[src/rtl/out_packer_pkg.sv]
// Shared constants and FSM state type for the output bit packer.
package out_packer_pkg;

  localparam int unsigned DEFAULT_WIDTH = 8;
  localparam int unsigned DROP_W        = 8;

  typedef enum logic {
    IDLE = 1'b0,
    FILL = 1'b1
  } pack_state_e;

endpackage : out_packer_pkg

[src/rtl/out_word_fifo.sv]
// Two-entry word buffer; entry 0 is the head and drives dout directly.
// Optional macro OUT_PACKER_PARITY_EN adds a registered parity of the head word.
module out_word_fifo
  import out_packer_pkg::*;
#(
  parameter int unsigned WIDTH = DEFAULT_WIDTH
) (
  input  logic             clk,
  input  logic             reset,
  input  logic             push,
  input  logic [WIDTH-1:0] din,
  input  logic             pop,
  output logic [WIDTH-1:0] dout,
  output logic             full,
  output logic             empty
`ifdef OUT_PACKER_PARITY_EN
  ,
  output logic             parity
`endif
);

  logic [WIDTH-1:0] mem0_q, mem1_q, mem0_d, mem1_d;
  logic             v0_q, v1_q, v0_d, v1_d;
  logic             pop_ok;

  assign pop_ok = pop & v0_q;

  // Next buffer contents: pop shifts entry 1 to the head, then push fills the first free slot.
  always_comb begin
    mem0_d = mem0_q;
    mem1_d = mem1_q;
    v0_d   = v0_q;
    v1_d   = v1_q;
    if (pop_ok) begin
      mem0_d = mem1_q;
      v0_d   = v1_q;
      v1_d   = 1'b0;
    end
    if (push) begin
      if (!v0_d) begin
        mem0_d = din;
        v0_d   = 1'b1;
      end else if (!v1_d) begin
        mem1_d = din;
        v1_d   = 1'b1;
      end
    end
  end

  // Buffer storage and occupancy flags.
  always_ff @(posedge clk or negedge reset) begin
    if (!reset) begin
      mem0_q <= '0;
      mem1_q <= '0;
      v0_q   <= 1'b0;
      v1_q   <= 1'b0;
    end else begin
      mem0_q <= mem0_d;
      mem1_q <= mem1_d;
      v0_q   <= v0_d;
      v1_q   <= v1_d;
    end
  end

`ifdef OUT_PACKER_PARITY_EN
  // Parity tracks the head entry so it lines up with dout.
  always_ff @(posedge clk or negedge reset) begin
    if (!reset) begin
      parity <= 1'b0;
    end else begin
      parity <= ^mem0_d;
    end
  end
`endif

  assign dout  = mem0_q;
  assign full  = v1_q;
  assign empty = ~v0_q;

endmodule : out_word_fifo

[src/rtl/out_bit_packer.sv]
// Packs a serial bit stream LSB-first into WIDTH-bit words and buffers them
// in a two-entry FIFO; words completing into a full buffer are dropped and counted.
// Optional macro OUT_PACKER_PARITY_EN adds the word_parity output.
module out_bit_packer
  import out_packer_pkg::*;
#(
  parameter int unsigned WIDTH = DEFAULT_WIDTH
) (
  input  logic              clk,
  input  logic              reset,
  input  logic              bit_in,
  input  logic              bit_valid,
  output logic [WIDTH-1:0]  word_data,
  output logic              word_valid,
  input  logic              word_ready,
  output logic              overflow,
  output logic [DROP_W-1:0] drop_count
`ifdef OUT_PACKER_PARITY_EN
  ,
  output logic              word_parity
`endif
);

  localparam int unsigned      CNT_W = (WIDTH > 2) ? $clog2(WIDTH) : 1;
  localparam logic [CNT_W-1:0] LAST  = CNT_W'(WIDTH - 1);

  pack_state_e      state_q, state_d;
  logic [CNT_W-1:0] cnt_q;
  logic [WIDTH-1:0] shreg_q;
  logic [WIDTH-1:0] word_c;
  logic             word_done, pop, push, drop;
  logic             fifo_full, fifo_empty;

  // A word completes when the last bit position is accepted while filling.
  assign word_done = bit_valid && (state_q == FILL) && (cnt_q == LAST);
  assign word_c    = {bit_in, shreg_q[WIDTH-1:1]};
  assign pop       = word_valid & word_ready;
  assign push      = word_done & (~fifo_full | pop);
  assign drop      = word_done & fifo_full & ~pop;

  // Next state: any accepted bit leaves IDLE, the final bit returns to IDLE.
  always_comb begin
    state_d = state_q;
    if (bit_valid) begin
      unique case (state_q)
        IDLE: state_d = FILL;
        FILL: if (cnt_q == LAST) state_d = IDLE;
      endcase
    end
  end

  // FSM state register.
  always_ff @(posedge clk or negedge reset) begin
    if (!reset) begin
      state_q <= IDLE;
    end else begin
      state_q <= state_d;
    end
  end

  // Right shift so the first bit of a word ends up in bit 0 once WIDTH bits are in.
  always_ff @(posedge clk or negedge reset) begin
    if (!reset) begin
      cnt_q   <= '0;
      shreg_q <= '0;
    end else if (bit_valid) begin
      cnt_q   <= (cnt_q == LAST) ? '0 : cnt_q + CNT_W'(1);
      shreg_q <= {bit_in, shreg_q[WIDTH-1:1]};
    end
  end

  // Sticky overflow and saturating count of dropped words.
  always_ff @(posedge clk or negedge reset) begin
    if (!reset) begin
      overflow   <= 1'b0;
      drop_count <= '0;
    end else if (drop) begin
      overflow <= 1'b1;
      if (drop_count != '1) begin
        drop_count <= drop_count + DROP_W'(1);
      end
    end
  end

  out_word_fifo #(
    .WIDTH (WIDTH)
  ) u_fifo (
    .clk   (clk),
    .reset (reset),
    .push  (push),
    .din   (word_c),
    .pop   (pop),
    .dout  (word_data),
    .full  (fifo_full),
    .empty (fifo_empty)
`ifdef OUT_PACKER_PARITY_EN
    ,
    .parity(word_parity)
`endif
  );

  assign word_valid = ~fifo_empty;

endmodule : out_bit_packer

[config.mk]
export PLATFORM = sky130hd
export DESIGN_NAME = out_bit_packer
export DESIGN_NICKNAME = d
export VERILOG_FILES = /design/src/rtl/out_packer_pkg.sv /design/src/rtl/out_word_fifo.sv /design/src/rtl/out_bit_packer.sv
export SDC_FILE = /design/constraint.sdc
export NUM_CORES = 1
export LEC_CHECK = 0
export BUFFER_PORTS_ARGS = -buffer_cell sky130_fd_sc_hd__clkbuf_2
export CAP_MARGIN = 40
export CORE_MARGIN = 8
export CORE_UTILIZATION = 44
export CTS_BUF_LIST = sky130_fd_sc_hd__clkbuf_4
export DETAILED_ROUTE_END_ITERATION = 16
export PLACE_DENSITY_LB_ADDON = 0.05
export SYNTH_ARGS = -nofsm -noshare
export SYNTH_HDL_FRONTEND = slang
export SYNTH_SLANG_ARGS = --single-unit
[constraint.sdc]
create_clock -name clk -period 1.7 [get_ports clk]
set_input_delay 0.17 -clock clk [delete_from_list [all_inputs] [get_ports clk]]
set_output_delay 0.17 -clock clk [all_outputs]
set_load 0.01 [all_outputs]
Word-level counts from Yosys, hierarchy flattened

Cells that the tools add are included.
Widths: inputs -> output; s select.

Equal/unequal tests: 2
Bitwise operators: 10
Add/sub/neg operators: 2
Shifts and indexed selects: 0
$mul: 0
Divide/modulo/power cells: 0
Muxes and demuxes: 11
Reductions and logical operators: 4
Order comparisons: 0

Operators with widths:

| cell                | number |
|---|---|
| $mux 8              | 3 |
| $add 8x1->8 const B | 1 |
| $ne 8x8->1 const B  | 1 |
| $mux 1              | 6 |
| $and 1x1->1         | 5 |
| $not 1->1           | 4 |
| $add 3x1->3 const B | 1 |
| $eq 3x3->1 const B  | 1 |
| $mux 3              | 1 |
| $reduce_and 3->1    | 1 |
| $logic_and 1x1->1   | 2 |
| $pmux 1 s2          | 1 |
| $reduce_and 2->1    | 1 |
| $or 1x1->1          | 1 |

Bits in latches: 0
Logic and storage cells: 38
Memory bits (writable): 0
Memories: 0
Register bits after elaboration: 39
Input bits: 5
ROM bits: 0
Output and inout port bits: 18

Longest topological paths before layout

Depth after elaboration: 5
Gate-level depth with buffers: 7
Gate-level depth less buffers: 6

Modules after synthesis

From an unflattened synthesis, not the netlist that was laid out.

Cells, all modules: 127
Area total of the unflattened synthesis: 1702.9 um2

Modules (own cells, without submodules):

| module         | cells each | area each (um2) | times used |
|---|---|---|---|
| out_bit_packer | 73         | 903.4           | 1 |
| out_word_fifo  | 54         | 799.5           | 1 |

Worst setup path before layout

OpenSTA, ideal clock, no wires.

Path kind: register to register
Start point: register cnt_q[0]
End point: register drop_count[1]
Period minus slack after synthesis: 1714 ps
Arrival: 1589 ps
Cell stages (with the launch flop): 7
Path slack: -14 ps
Data required time: 1575 ps
Setup time: 125 ps
Path through: dfrtp_1 -> ha_1 -> ha_1 -> and3_1 -> and3_1 -> o21ai_0 -> mux2_2

Longest elaborated chain between the ends: 5

RTL lines:

| what                       | RTL line             | RTL |
|---|---|---|
| start: declaration         | out_bit_packer.sv:28 | `logic [CNT_W-1:0] cnt_q;` |
| start signal: assignment   | out_bit_packer.sv:67 | `cnt_q <= (cnt_q == LAST) ? '0 : cnt_q + CNT_W'(1);` |
| $eq 3x3->1                 | out_bit_packer.sv:35 | `assign word_done = bit_valid && (state_q == FILL) && (cnt_q == LAST);` |
| $logic_and 1x1->1          | out_bit_packer.sv:35 |  |
| $and 1x1->1 (2 in a row)   | out_bit_packer.sv:39 | `assign drop = word_done & fifo_full & ~pop;` |
| $reduce_and 2->1 (no line) | n/a                  |  |
| end signal: assignment     | out_bit_packer.sv:80 | `drop_count <= drop_count + DROP_W'(1);` |
| end: declaration           | out_bit_packer.sv:17 | `output logic [DROP_W-1:0] drop_count` |

No other way between the ends.
A chain may end at the register's enable or synchronous reset.

Final worst setup path

Start point: register cnt_q[0]
End point: register drop_count[7]

Same word-level chain as after synthesis.

==> results.toml <==
[status]
outcome = "finished, final reports clean"

[sta]
rsz0062_at_grt = "yes"
slew_headroom_pct = 58.45
hold_viol_final = 0
whs_ns = 0.09007
tightest_slew_ns = 0.6232
finalMaxSlewViolations = 0
timing.fmax_ghz = 0.6076
finalSetupViolCount = 0
worst_clock_skew_ns = 0.004574
fin_ws_ns = 0.05419
min_period_over_period_pct = 96.81
post-route-min-period_ns = 1.646
setup_tns_ns = 0

[clock_tree]
cts_max_level = 2
clkLatencyLatePin_ns = 0.33
cts_buffers = 5
cts_buffer_depth = 2
cts_root_buffer = "clkbuf_4"
clk_pin_slew_worst_paths_ns = 0.11
cts_tree = "built"
clkSinkCount = 38

[hold_path]
hold_class = "input port to register"

[global_routing]
grt.overflow.total = 0
track_usage_pct = 10.89
grt_pass1_vias = 1192
antenna_found_initial = 0
grt_pass1_wl_um = 5306
grt_max_degree = 26

[yosys]
yosys_warnings = 0
synthArstFlopShare_pct = 100.0
netlist.top_cell.by_area = "dfrtp_1"
synth_seq_cells = 38
yosysSeqAreaShare_pct = 57.93
synth_cells = 131
synthesis.area_um2 = 1642
netlist_top_cells_count = "dfrtp_1 (38), mux2_2 (14), nand2_1 (11), o21ai_0 (11), mux2i_1 (9)"
synth_edf_count = 0
synth_top_area_share_pct = 57.93
yosys-top-cells-area = "dfrtp_1 (58%), mux2_2 (9.6%), mux2i_1 (5.5%)"
synthFlopType = "dfrtp_1"
ys_types = 25
syn_nets = 139
yosysMostFrequentCell = "dfrtp_1"
syn_area_per_cell_um2 = 12.53

[cells_and_area]
multi_input_area_um2 = 720.7
final_cell_area_um2 = 1999
ff_latch_area_um2 = 950.9
nets = 176
num_antenna_cells = 0
fillers = 331
drive_gt1_share_pct = 38.46
area_growth_pct = 21.80
utilization_pct = 55.03

[power]
p_per_area_nw_per_um2 = 1231
ir_worst_vdd_mv = 0.6729
p_leak_uw = 0.0009914

[routing]
wl_per_cell_um = 14.25
wl_met1_um = 1325
first_pass_iters = 3
drt_wl_total_um = 3093
vias_per_cell = 5.180
highest_layer = "met4"
ant_nets = 0
met3_length_um = 174
drt_iter0_markers = 43
drc = 0
wl_met2_um = 1547
num_vias = 1124

[worst_setup_path]
path_max_fanout = 4
endpoint_kind = "register"
crit_required_ns = 1.92
critical_path_class = "register to register"
start_kind = "register"
cp.arrival_ns = 1.87

[placed_design]
dpl_cell_area_um2 = 1858
dpl.hpwl_um = 2228
pre_cts_ws_ns = -0.1116
gp_congestion = 0.7663
numPortBuffers = 22

[die]
die_h_um = 77.08
rows = 22
initial_core_util_pct = 45.18
die_w_um = 77.08
io_pins = 23
dieArea_um2 = 5941
fp.coreArea_um2 = 3633

[job]
drv_cap = 0
-- power by group --
part | internal, µW | switching (µW) | leakage (µW) | total (µW)
Sequential | 1160 | 172 | 0.000490 | 1330
Combinational | 385 | 316 | 0.000473 | 701
Clock | 154 | 276 | 0.0000286 | 429
-- routing by layer --
layer  track usage [%]  vias to the layer above
li1                  -                      545
met5                 0                        -
met4             3.396                        0
met2             18.18                       17
met3             4.779                        6
met1             12.18                      556
-- per-stage QoR --
stage	cells	total power [µW]
after floorplan	131	1706
final	217	2462
after global placement	206	1967
after CTS	216	2443
after detailed placement	206	2002
after global routing	217	2655
-- final timing paths --
kind | start | to | slack, ns | depth (start not counted)
min in group asynchronous | reset | drop_count[5] | 0.37 | 2
max | cnt_q[0] | drop_count[7] | 0.05 | 6
min reg2reg | overflow | overflow | 0.49 | 1
max in group asynchronous | reset | u_fifo.mem1_q[0] | 0.70 | 3
max reg2reg | cnt_q[0] | drop_count[7] | 0.05 | 6
min | bit_in | u_fifo.dout[7] | 0.09 | 3
-- worst max-delay path, cell delays in order (launching register included) --
cell     delay, ns
dfrtp_1       0.37
ha_2          0.19
ha_4          0.13
and3_4        0.19
nand4_1       0.17
nor3_2        0.18
mux2_4        0.31
-- repair_timing --
item / 4_1_cts / 5_1_grt
setup endpoints to repair: 12 / 15
hold buffers: 1 / 0
hold endpoints to repair: 24 / 0
pin swaps: 2 / 4
gates resized for setup: 4 / 12
buffers inserted: 1 / 1
-- sequential cells by signal (all words and copies together), names as in the netlist --
| register | count |
|---|---|
| drop_count | 8 |
| u_fifo.dout | 8 |
| u_fifo.mem1_q | 8 |
| shreg_q | 7 |
| cnt_q | 3 |
| overflow | 1 |
| state_q | 1 |
| u_fifo.full | 1 |
| u_fifo.v0_q | 1 |
-- cell families after synthesis --
family / Yosys count / synth area share (%)
AOI/OAI and AO/OA: 18 / 6.250
xor gates and xnor gates: 3 / 1.601
and+or+nand+nor: 32 / 9.604
DFF: 38 / 57.93
adders and majority gates: 3 / 2.287
buffers and inverters: 6 / 1.753
muxes: 31 / 20.58
-- cell usage in the layout, fill, tap and decap left out, types with 2 or more instances in the layout --
cell / instances
a21oi_1: 4
and3_4: 3
buf_4: 10
clkbuf_2: 22
clkbuf_4: 5
dfrtp_1: 38
inv_1: 2
mux2_1: 8
mux2_2: 12
mux2_4: 2
mux2i_1: 9
nand2_1: 11
nand2b_1: 2
nand3_1: 2
nand4_1: 5
nor2_1: 4
nor3_2: 2
o21ai_0: 10
xnor2_1: 2
-- cell type report --
cell class	count	share of cell area, %
Tap cell	48	3.004
Timing Repair Buffer	34	10.33
Sequential cell	38	47.56
Inverter	2	0.3755
Clock buffer	5	1.877
Multi-Input combinational cell	87	36.05
Clock inverter	3	0.8135
No activity file was read; power rests on OpenSTA's default activity.
